===== src/rtl/seg7_pkg.sv =====
// Shared constants for the active-low seven-segment display path.
// The display driver and this capture block both use this table, so the
// pattern map exists in exactly one place.
// Optional feature macro: SEG7_BLANK_EN (see seg7_decode / seg7_scan_capture).
package seg7_pkg;

    // Active-low segment patterns, bit order {g,f,e,d,c,b,a}
    localparam logic [6:0] SEG7_PAT_0 = 7'h40;
    localparam logic [6:0] SEG7_PAT_1 = 7'h79;
    localparam logic [6:0] SEG7_PAT_2 = 7'h24;
    localparam logic [6:0] SEG7_PAT_3 = 7'h30;
    localparam logic [6:0] SEG7_PAT_4 = 7'h19;
    localparam logic [6:0] SEG7_PAT_5 = 7'h12;
    localparam logic [6:0] SEG7_PAT_6 = 7'h02;
    localparam logic [6:0] SEG7_PAT_7 = 7'h78;
    localparam logic [6:0] SEG7_PAT_8 = 7'h00;
    localparam logic [6:0] SEG7_PAT_9 = 7'h18;
    localparam logic [6:0] SEG7_PAT_A = 7'h08;
    localparam logic [6:0] SEG7_PAT_B = 7'h03;
    localparam logic [6:0] SEG7_PAT_C = 7'h46;
    localparam logic [6:0] SEG7_PAT_D = 7'h21;
    localparam logic [6:0] SEG7_PAT_E = 7'h06;
    localparam logic [6:0] SEG7_PAT_F = 7'h0E;

    // All segments off
    localparam logic [6:0] SEG7_BLANK = 7'h7F;

    // Frame assembly states of the capture block
    typedef enum logic [1:0] {
        ST_HUNT,
        ST_COLLECT,
        ST_EMIT
    } seg7_state_t;

endpackage


===== src/rtl/seg7_decode.sv =====
// Combinational inverse of the display driver's pattern table.
// With SEG7_BLANK_EN defined the all-off pattern is accepted as a legal
// blank digit (nibble 0, is_blank high); otherwise it is illegal.
module seg7_decode
    import seg7_pkg::*;
(
    input  logic [6:0] pattern,
    output logic [3:0] nibble,
    output logic       legal,
    output logic       is_blank
);

    // Map a segment pattern back to its hex value and flag anything unknown
    always_comb begin
        nibble   = 4'h0;
        legal    = 1'b1;
        is_blank = 1'b0;
        case (pattern)
            SEG7_PAT_0: nibble = 4'h0;
            SEG7_PAT_1: nibble = 4'h1;
            SEG7_PAT_2: nibble = 4'h2;
            SEG7_PAT_3: nibble = 4'h3;
            SEG7_PAT_4: nibble = 4'h4;
            SEG7_PAT_5: nibble = 4'h5;
            SEG7_PAT_6: nibble = 4'h6;
            SEG7_PAT_7: nibble = 4'h7;
            SEG7_PAT_8: nibble = 4'h8;
            SEG7_PAT_9: nibble = 4'h9;
            SEG7_PAT_A: nibble = 4'hA;
            SEG7_PAT_B: nibble = 4'hB;
            SEG7_PAT_C: nibble = 4'hC;
            SEG7_PAT_D: nibble = 4'hD;
            SEG7_PAT_E: nibble = 4'hE;
            SEG7_PAT_F: nibble = 4'hF;
`ifdef SEG7_BLANK_EN
            SEG7_BLANK: is_blank = 1'b1;
`endif
            default:    legal = 1'b0;
        endcase
    end

endmodule


===== src/rtl/seg7_scan_capture.sv =====
// Reads a multiplexed active-low seven-segment bus back into a hex word.
// Each digit must hold steady for STABLE_CYCLES samples before it is taken;
// a word is emitted only once every digit of one scan frame has been seen,
// starting from digit 0. Blank-digit support is enabled by SEG7_BLANK_EN.
module seg7_scan_capture
    import seg7_pkg::*;
#(
    parameter int DIGITS        = 4,
    parameter int STABLE_CYCLES = 8
)
(
    input  logic                  clk,
    input  logic                  rst_n,
    input  logic [6:0]            seg_in,
    input  logic [DIGITS-1:0]     an_in,
    output logic [4*DIGITS-1:0]   value,
    output logic                  value_valid,
    output logic                  err,
    output logic [DIGITS-1:0]     blank
);

    localparam int CNT_W = $clog2(STABLE_CYCLES + 1);
    localparam int IDX_W = $clog2(DIGITS);
    localparam logic [CNT_W-1:0] CNT_MAX = CNT_W'(STABLE_CYCLES);
    localparam logic [CNT_W-1:0] CNT_ARM = CNT_W'(STABLE_CYCLES - 1);

    logic [6:0]          seg_s1, seg_s2, seg_p;
    logic [DIGITS-1:0]   an_s1, an_s2, an_p;
    logic [CNT_W-1:0]    cnt;

    logic                changed, idle, sel_one;
    logic [IDX_W-1:0]    sel_idx;
    logic                acc_arm, acc_good, err_event;

    logic [3:0]          dec_nibble;
    logic                dec_legal, dec_blank;

    seg7_state_t         state, next_state;
    logic [DIGITS-1:0]   mask, mask_next;
    logic                load_value;
    logic [4*DIGITS-1:0] shadow, shadow_next;
    logic [DIGITS-1:0]   blank_shadow, blank_shadow_next;

    seg7_decode u_decode (
        .pattern  (seg_s2),
        .nibble   (dec_nibble),
        .legal    (dec_legal),
        .is_blank (dec_blank)
    );

    // Two-flop synchronizers; idle (all ones) is the safe reset value
    always_ff @(posedge clk or negedge rst_n) begin
        if (!rst_n) begin
            seg_s1 <= '1;
            seg_s2 <= '1;
            an_s1  <= '1;
            an_s2  <= '1;
        end else begin
            seg_s1 <= seg_in;
            seg_s2 <= seg_s1;
            an_s1  <= an_in;
            an_s2  <= an_s1;
        end
    end

    // Previous synchronized sample, used to detect any change on the bus
    always_ff @(posedge clk or negedge rst_n) begin
        if (!rst_n) begin
            seg_p <= '1;
            an_p  <= '1;
        end else begin
            seg_p <= seg_s2;
            an_p  <= an_s2;
        end
    end

    // Classify the anode bus and find which digit is selected
    always_comb begin
        changed = (seg_s2 != seg_p) || (an_s2 != an_p);
        idle    = &an_s2;
        sel_one = ($countones(~an_s2) == 1);
        sel_idx = '0;
        for (int i = 0; i < DIGITS; i++) begin
            if (!an_s2[i]) begin
                sel_idx = IDX_W'(i);
            end
        end
    end

    // Stability counter: restarts on any change or idle, saturates so a
    // steady digit is taken only once per run
    always_ff @(posedge clk or negedge rst_n) begin
        if (!rst_n) begin
            cnt <= '0;
        end else if (changed || idle) begin
            cnt <= '0;
        end else if (cnt != CNT_MAX) begin
            cnt <= cnt + 1'b1;
        end
    end

    // Acceptance fires on the cycle the counter steps onto its limit
    always_comb begin
        acc_arm   = !changed && !idle && (cnt == CNT_ARM);
        acc_good  = acc_arm && sel_one && dec_legal;
        err_event = acc_arm && (!sel_one || !dec_legal);
    end

    // Shadow slots take every good acceptance; only full frames reach value
    always_comb begin
        shadow_next       = shadow;
        blank_shadow_next = blank_shadow;
        if (acc_good) begin
            shadow_next[{sel_idx, 2'b00} +: 4] = dec_nibble;
            blank_shadow_next[sel_idx]         = dec_blank;
        end
    end

    // FSM state register
    always_ff @(posedge clk or negedge rst_n) begin
        if (!rst_n) begin
            state <= ST_HUNT;
        end else begin
            state <= next_state;
        end
    end

    // FSM next-state and frame mask logic
    always_comb begin
        next_state = state;
        mask_next  = mask;
        load_value = 1'b0;
        case (state)
            ST_HUNT: begin
                if (err_event) begin
                    mask_next = '0;
                end else if (acc_good && (sel_idx == '0)) begin
                    mask_next  = DIGITS'(1);
                    next_state = ST_COLLECT;
                end
            end
            ST_COLLECT: begin
                if (err_event) begin
                    mask_next  = '0;
                    next_state = ST_HUNT;
                end else if (acc_good) begin
                    if (sel_idx == '0) begin
                        mask_next = DIGITS'(1);
                    end else begin
                        mask_next[sel_idx] = 1'b1;
                        if (&mask_next) begin
                            load_value = 1'b1;
                            next_state = ST_EMIT;
                        end
                    end
                end
            end
            ST_EMIT: begin
                mask_next  = '0;
                next_state = ST_HUNT;
            end
            default: begin
                mask_next  = '0;
                next_state = ST_HUNT;
            end
        endcase
    end

    // Frame datapath: mask, shadow slots, published word and error pulse
    always_ff @(posedge clk or negedge rst_n) begin
        if (!rst_n) begin
            mask         <= '0;
            shadow       <= '0;
            blank_shadow <= '0;
            value        <= '0;
            blank        <= '0;
            err          <= 1'b0;
        end else begin
            mask         <= mask_next;
            shadow       <= shadow_next;
            blank_shadow <= blank_shadow_next;
            err          <= err_event;
            if (load_value) begin
                value <= shadow_next;
                blank <= blank_shadow_next;
            end
        end
    end

    // FSM outputs: the valid pulse is the EMIT state itself
    always_comb begin
        value_valid = (state == ST_EMIT);
    end

endmodule


===== config.mk =====
export PLATFORM = sky130hd
export DESIGN_NAME = seg7_scan_capture
export DESIGN_NICKNAME = d
export VERILOG_FILES = /design/src/rtl/seg7_pkg.sv /design/src/rtl/seg7_decode.sv /design/src/rtl/seg7_scan_capture.sv
export SDC_FILE = /design/constraint.sdc
export NUM_CORES = 1
export LEC_CHECK = 0
export ABC_AREA = 0
export CORE_ASPECT_RATIO = 1.1
export CORE_MARGIN = 8
export CORE_UTILIZATION = 30
export CTS_CLUSTER_DIAMETER = 60
export CTS_CLUSTER_SIZE = 30
export DETAILED_ROUTE_END_ITERATION = 8
export RECOVER_POWER = 50
export SYNTH_ARGS = -nofsm -noshare
export SYNTH_HDL_FRONTEND = slang
export SYNTH_SLANG_ARGS = --single-unit

===== constraint.sdc =====
create_clock -name clk -period 5.1 [get_ports clk]
set_input_delay 1.02 -clock clk [delete_from_list [all_inputs] [get_ports clk]]
set_output_delay 1.02 -clock clk [all_outputs]
set_load 0.05 [all_outputs]

-- Word-level counts from Yosys, hierarchy flattened
Cells that the tools add are included.
- register bits: 84
- bits of input ports: 13
- output and inout port bits: 22
- word-level logic and storage cells: 108
- add/sub/neg operators: 5
- magnitude comparators: 2
- eq/ne operators: 28
- shifts and indexed selects: 2
- muxes and demuxes: 30
- bitwise logic cells: 4
- reduce and logical (&&, ||, !) cells: 23
- operators by type and width (kind ; count):
    $pmux 4 s15 ; 1
    $mux 4 ; 8
    $eq 7x7->1 const B ; 4
    $eq 7x5->1 const B ; 3
    $eq 7x6->1 const B ; 3
    $bwmux 16 ; 1
    $mux 16 ; 1
    $mux 2 ; 8
    $reduce_or 16->1 ; 1
    $shift 4x6->16 const A ; 1
    $shiftx 4x6->16 ; 1
    $eq 7x2->1 const B ; 2
    $eq 7x4->1 const B ; 2
    $ne 3x3->1 const B ; 4
    $mux 1 ; 8
    $not 4->4 ; 2
    $pmux 4 s2 ; 1
    $reduce_and 4->1 ; 2
    $eq 7x3->1 const B ; 1
    $logic_and 1x1->1 ; 7
    $logic_not 7->1 ; 1
    $ne 7x7->1 ; 1
    $neg 4->6 ; 1
    $reduce_and 5->1 ; 1
    other kinds (21) ; 29

-- Longest topological paths before layout
- depth after elaboration: 14
- gate-level depth with buffers: 11
- gate-level depth less buffers: 10

-- Modules after synthesis
A second synthesis with hierarchy kept.
- cell total of the unflattened synthesis: 364
- area, all modules: 4175.3 um2
- by module, submodules not included (module ; instances ; cells each ; area an instance (um2) ; seq. area each (um2)):
    seg7_scan_capture ; 1 ; 309 ; 3786.1 ; 2143.3
    seg7_decode ; 1 ; 55 ; 389.1 ; 0.0

-- Worst setup path after synthesis
Ideal clock, no wire load.
- kind: register -> register
- from: register an_s2[1]
- to: register blank[1]
- library setup time: 0.128 ns
- arrival: 2.611 ns
- data required time: 4.972 ns
- path slack: 2.362 ns
- cell stages (with the launch flop): 12
- buffers on the path: 1
- period minus slack after synthesis: 2.738 ns
- cells stage by stage: dfstp_2 > fa_1 > inv_1 > ha_1 > ha_1 > nor2_1 > nand2_1 > a31oi_2 > and2_4 > nand3_2 > buf_6 > mux2_1
- longest elaborated chain between the ends: 14
- elaborated cells on any way between the ends: 35
- those cells by class: add/sub: 2; order compare: 2; eq/ne: 2; mux: 11; bitwise: 4; reduce/logical: 14
- ends and longest elaborated chain (what ; line ; text):
    start: declaration ; seg7_scan_capture.sv:28 ; logic [DIGITS-1:0] an_s1, an_s2, an_p;
    start signal: assignment ; seg7_scan_capture.sv:62 ; an_s2 <= an_s1;
    $mux 1 ; seg7_scan_capture.sv:84 ; if (!an_s2[i]) begin
    $mux 2 (2 in series) ; seg7_scan_capture.sv:84 ;
    $lt 2x3->1 (implied by the code) / $ge 2x1->1 (equally long branches) ; seg7_scan_capture.sv:115, seg7_scan_capture.sv:150 ;
    $logic_and 1x1->1 (implied by the code) ; seg7_scan_capture.sv:115, seg7_scan_capture.sv:150 ;
    $mux 1 (implied by the code) ; seg7_scan_capture.sv:115, seg7_scan_capture.sv:150 ;
    $demux 1 s2 ; seg7_scan_capture.sv:115, seg7_scan_capture.sv:150 ;
    $or 4x4->4 (no source line) ; n/a ;
    $reduce_and 4->1 ; seg7_scan_capture.sv:151 ; if (&mask_next) begin
    $mux 1 ; seg7_scan_capture.sv:151 ;
    $mux 1 ; seg7_scan_capture.sv:147 ; if (sel_idx == '0) begin
    $mux 1 ; seg7_scan_capture.sv:146 ; end else if (acc_good) begin
    $mux 1 ; seg7_scan_capture.sv:143 ; if (err_event) begin
    $mux 1 ; seg7_scan_capture.sv:133 ; case (state)
    end signal: assignment ; seg7_scan_capture.sv:185 ; blank <= blank_shadow_next;
    end: declaration ; seg7_scan_capture.sv:19 ; output logic [DIGITS-1:0] blank
Several ways; a longest one is shown, not always the timed one.
A chain may end at the register's enable or synchronous reset.

-- Worst setup path after layout
Same ends and word-level chain as after synthesis.

==> run summary <==
Outcome
• status: finished with violations
• violations in the final reports: capacitance limit, slew limit

Cells and area
• layout-stage area growth over the synthesis result: 21.23%
• multi-input logic area: 0.001538 mm^2
• storage element area: 0.002143 mm^2
• final net count: 363
• share of post-route cells with drive strength above 1: 0.2287
• number of fill cells: 1229
• number of antenna cells inserted: 0
• count of placed standard cells in the final layout, fillers left out: 498

CTS
• # resized after CTS: 0
• Setup Buffers After CTS: 0
• Clock Pin Slew Worst Setup and Hold Paths: 0.06 ns
• clk_lat worst skew: 0.34 ns
• Root Driver: sky130_fd_sc_hd__clkbuf_16
• deepest clock path buffer count: 2
• sinks on the clock net: 84
• Post-CTS Hold Buffers: 0
• H-tree levels: 3
• CTS tree: yes
• CTS Buf Count: 9

STA
• Hold Violations, Final: 0
• Slew @ Worst Pin: 2.072 ns
• Final setup violation count: 0
• final worst path period share: 0.6757
• shortest period the worst path allows: 3.446 ns
• Slew HR: -0.3814
• setup repair after global routing missed its margin: no
• setup TNS: 0 ns
• Max Fclk: 290.2 MHz
• Slew Viols, Final: 85
• final setup skew: 0.005973 ns

Global route
• largest net degree at the start of global routing: 85
• first-pass GRT wire length: 12410 um
• global router's overall resource usage: 0.09531
• via count of the first global-routing pass: 2416
• antenna violations before repair: 0
• overflow left after global routing: 0

Placement
• estimated wirelength of the detail-placed design: 4796 um
• number of buffers added on ports: 34
• gp weighted congestion: 0.7615
• # placed instances: 482

Worst setup path
• most common cell type on the critical path: sky130_fd_sc_hd__ha_1
• Data required, critical path: 5.32 ns
• Setup CP Type: flop to flop
• CP Buf/Inv Count: 1
• crit path launch type: flop
• ordered cell list for the critical path: fa_1 > inv_1 > ha_1 > ha_1 > nor2_1 > nand2_1 > a31oi_2 > and2_4 > nand3_2 > mux2_1
• CP Max Fanout: 21
• standard cell with the maximum stage delay on the critical path: sky130_fd_sc_hd__dfstp_1
• Critical Path End Type: flop
• biggest cell delay along the critical path: 0.70 ns
• kind of cell with the highest combined delay on the critical path: simple AND/OR/NAND/NOR gates
• Data arrival, critical path: 3.66 ns

Flow run
• reported max-cap violation count: 1

Synth
• post-synthesis average cell area: 12.47 um^2
• leading area contributor after synthesis: sky130_fd_sc_hd__dfrtp_1
• EDFF count, synth: 0
• yosys synthesis warning count: 0
• post-synthesis cell area: 0.003790 mm^2
• Seq cells post-synth: 84
• gate count after technology mapping: 304
• cells taking the most area after synthesis: sky130_fd_sc_hd__dfrtp_1, sky130_fd_sc_hd__dfstp_2, sky130_fd_sc_hd__mux2_2
• Async S/R FF share, synth: 1.000
• predominant post-synthesis flop cell: sky130_fd_sc_hd__dfrtp_1
• part of the Yosys area used for sequential elements: 0.5655
• post-synth cell types: 56
• net count of the mapped netlist: 331
• Synth top area share: 0.3367

Min path
• Hold Path Class: flop to flop

Power and ir drop
• Power Dens Cells: 331.2 mW/mm^2
• peak supply drop: 0.0001255 V
• Pwr Total: 1.522 mW
• leakage power of the design: 2.000 nW

Drt
• 1st-iter DRT viols: 122
• residual DRC count: 0
• DRT Pass-1 Iters: 4
• met3 routed wirelength: 289 um
• wl on met1: 3297 um
• vias: 2345
• post-route ant nets: 0
• ratio of routed vias to standard cells: 4.709
• wirelength, routed: 7080 um
• wire length on met2: 3367 um
• Max Used Layer: met4
• Routed WL per cell: 14.22 um

Die
• number of placement rows: 43
• Die Ht: 133.9 um
• number of primary I/O pins: 35
• die area: 0.01649 mm^2
• core area: 0.01248 mm^2
• Initial Util: 0.3036
• Horiz. Die Dim: 123.2 um

per-layer routing:
metal,global-route usage,vias to the layer above
met4,0.04622,0
li1,-,1119
met5,0,-
met2,0.1389,36
met3,0.03363,7
met1,0.1223,1183
flip-flops by register name, indices dropped and copies added (netlist names), 2 cells and up:
register      count
an_s1             4
state             2
an_p              4
mask              4
seg_p             7
blank             4
an_s2             4
seg_s1            7
value            16
cnt               4
shadow           16
blank_shadow      4
seg_s2            7
cells in the final DEF (no fill, tap or decap), drive strengths merged, types with 2 or more instances in the layout:
cell type	netlist	layout
dlygate4sd3	0	11
and3	2	2
or2	2	2
nor4bb	4	4
xor2	3	3
nor3	6	6
o21a	2	2
o31ai	2	2
bufinv	0	3
clkdlybuf4s50	0	22
nor2	28	28
nor2b	9	9
nand2	12	12
clkinvlp	0	2
a21boi	4	4
clkbuf	3	10
a21oi	6	6
dfrtp	51	51
nor3b	2	2
a22oi	2	2
xnor2	12	12
ha	13	13
mux2i	2	2
nor4b	5	5
dfstp	33	33
mux2	36	36
and2	2	2
and4b	2	2
o21ai	5	5
inv	9	11
nand3	9	9
nand3b	3	3
or3	4	4
and3b	3	3
nand4	2	2
a31oi	2	2
Yosys cell counts, types with 2 or more instances:
| master | n |
|---|---|
| sky130_fd_sc_hd__nand2_1 | 12 |
| sky130_fd_sc_hd__nor4b_1 | 5 |
| sky130_fd_sc_hd__xnor2_1 | 12 |
| sky130_fd_sc_hd__and3_1 | 2 |
| sky130_fd_sc_hd__nor2b_1 | 9 |
| sky130_fd_sc_hd__o21a_1 | 2 |
| sky130_fd_sc_hd__nand4_1 | 2 |
| sky130_fd_sc_hd__mux2i_1 | 2 |
| sky130_fd_sc_hd__nor4bb_1 | 4 |
| sky130_fd_sc_hd__buf_2 | 6 |
| sky130_fd_sc_hd__xor2_1 | 3 |
| sky130_fd_sc_hd__a22oi_1 | 2 |
| sky130_fd_sc_hd__o21ai_0 | 4 |
| sky130_fd_sc_hd__mux2_2 | 33 |
| sky130_fd_sc_hd__nand3b_1 | 3 |
| sky130_fd_sc_hd__and4b_1 | 2 |
| sky130_fd_sc_hd__buf_6 | 2 |
| sky130_fd_sc_hd__clkbuf_1 | 3 |
| sky130_fd_sc_hd__mux2_1 | 3 |
| sky130_fd_sc_hd__and3b_1 | 3 |
| sky130_fd_sc_hd__nor3b_1 | 2 |
| sky130_fd_sc_hd__or3_1 | 4 |
| sky130_fd_sc_hd__dfstp_2 | 33 |
| sky130_fd_sc_hd__o31ai_1 | 2 |
| sky130_fd_sc_hd__nand3_1 | 8 |
| sky130_fd_sc_hd__nor2_1 | 28 |
| sky130_fd_sc_hd__inv_1 | 9 |
| sky130_fd_sc_hd__or2_2 | 2 |
| sky130_fd_sc_hd__a21oi_1 | 6 |
| sky130_fd_sc_hd__a21boi_0 | 4 |
| sky130_fd_sc_hd__nor3_1 | 5 |
| sky130_fd_sc_hd__dfrtp_1 | 51 |
| sky130_fd_sc_hd__ha_1 | 13 |
logic make-up after synthesis:
group	share of synthesized area
and+or+nand+nor	0.1486
DFF	0.5655
muxes	0.1122
AOI/OAI and AO/OA	0.06207
buffers and inverters	0.02872
xor gates and xnor gates	0.03467
adders and majority gates	0.04820
worst reg2reg max path, cell delays in order (launching register included):
cell and delay (ns):
sky130_fd_sc_hd__dfstp_1 0.70, sky130_fd_sc_hd__fa_1 0.48, sky130_fd_sc_hd__inv_1 0.07, sky130_fd_sc_hd__ha_1 0.14
sky130_fd_sc_hd__ha_1 0.22, sky130_fd_sc_hd__nor2_1 0.11, sky130_fd_sc_hd__nand2_1 0.09, sky130_fd_sc_hd__a31oi_2 0.39
sky130_fd_sc_hd__and2_4 0.26, sky130_fd_sc_hd__nand3_2 0.39, sky130_fd_sc_hd__mux2_1 0.48
power by group:
part           switching [mW]  total (mW)  internal (mW)
clock                   0.264       0.746          0.481
sequential             0.0204       0.709          0.689
combinational          0.0383      0.0668         0.0285
per-stage QoR:
step | worst slack (ns) | util | instance area (um^2) | hold WS (ns)
finish | 1.654 | 0.3681 | 4594 | 0.3573
global route | 1.379 | 0.3681 | 4594 | 0.3617
CTS | 1.700 | 0.3683 | 4597 | 0.3547
detailed placement | 1.761 | 0.3404 | 4249 | 0.3468
global placement | 1.833 | 0.3404 | 4249 | 0.3469
floorplan | 2.362 | - | 3790 | 0.3452
layout make-up:
cell class | count | share of cell area
Multi-Input combinational cell | 198 | 0.3347
Tap cell | 157 | 0.04276
Sequential cell | 84 | 0.4665
Inverter | 9 | 0.007353
Clock buffer | 9 | 0.04902
Clock inverter | 7 | 0.02669
Timing Repair Buffer | 34 | 0.07298
path summary, 6_finish.rpt:
check | start | to | slack (ns) | cells past startpoint
max in group asynchronous | rst_n | cnt[3] | 2.61 | 1
min reg2reg | seg_s1[0] | seg_s2[0] | 0.36 | 0
min | seg_s1[0] | seg_s2[0] | 0.36 | 0
min in group asynchronous | rst_n | value[6] | 1.26 | 1
max reg2reg | an_s2[1] | blank[1] | 1.65 | 10
max | an_s2[1] | blank[1] | 1.65 | 10
No activity file was read; power rests on OpenSTA's default activity.
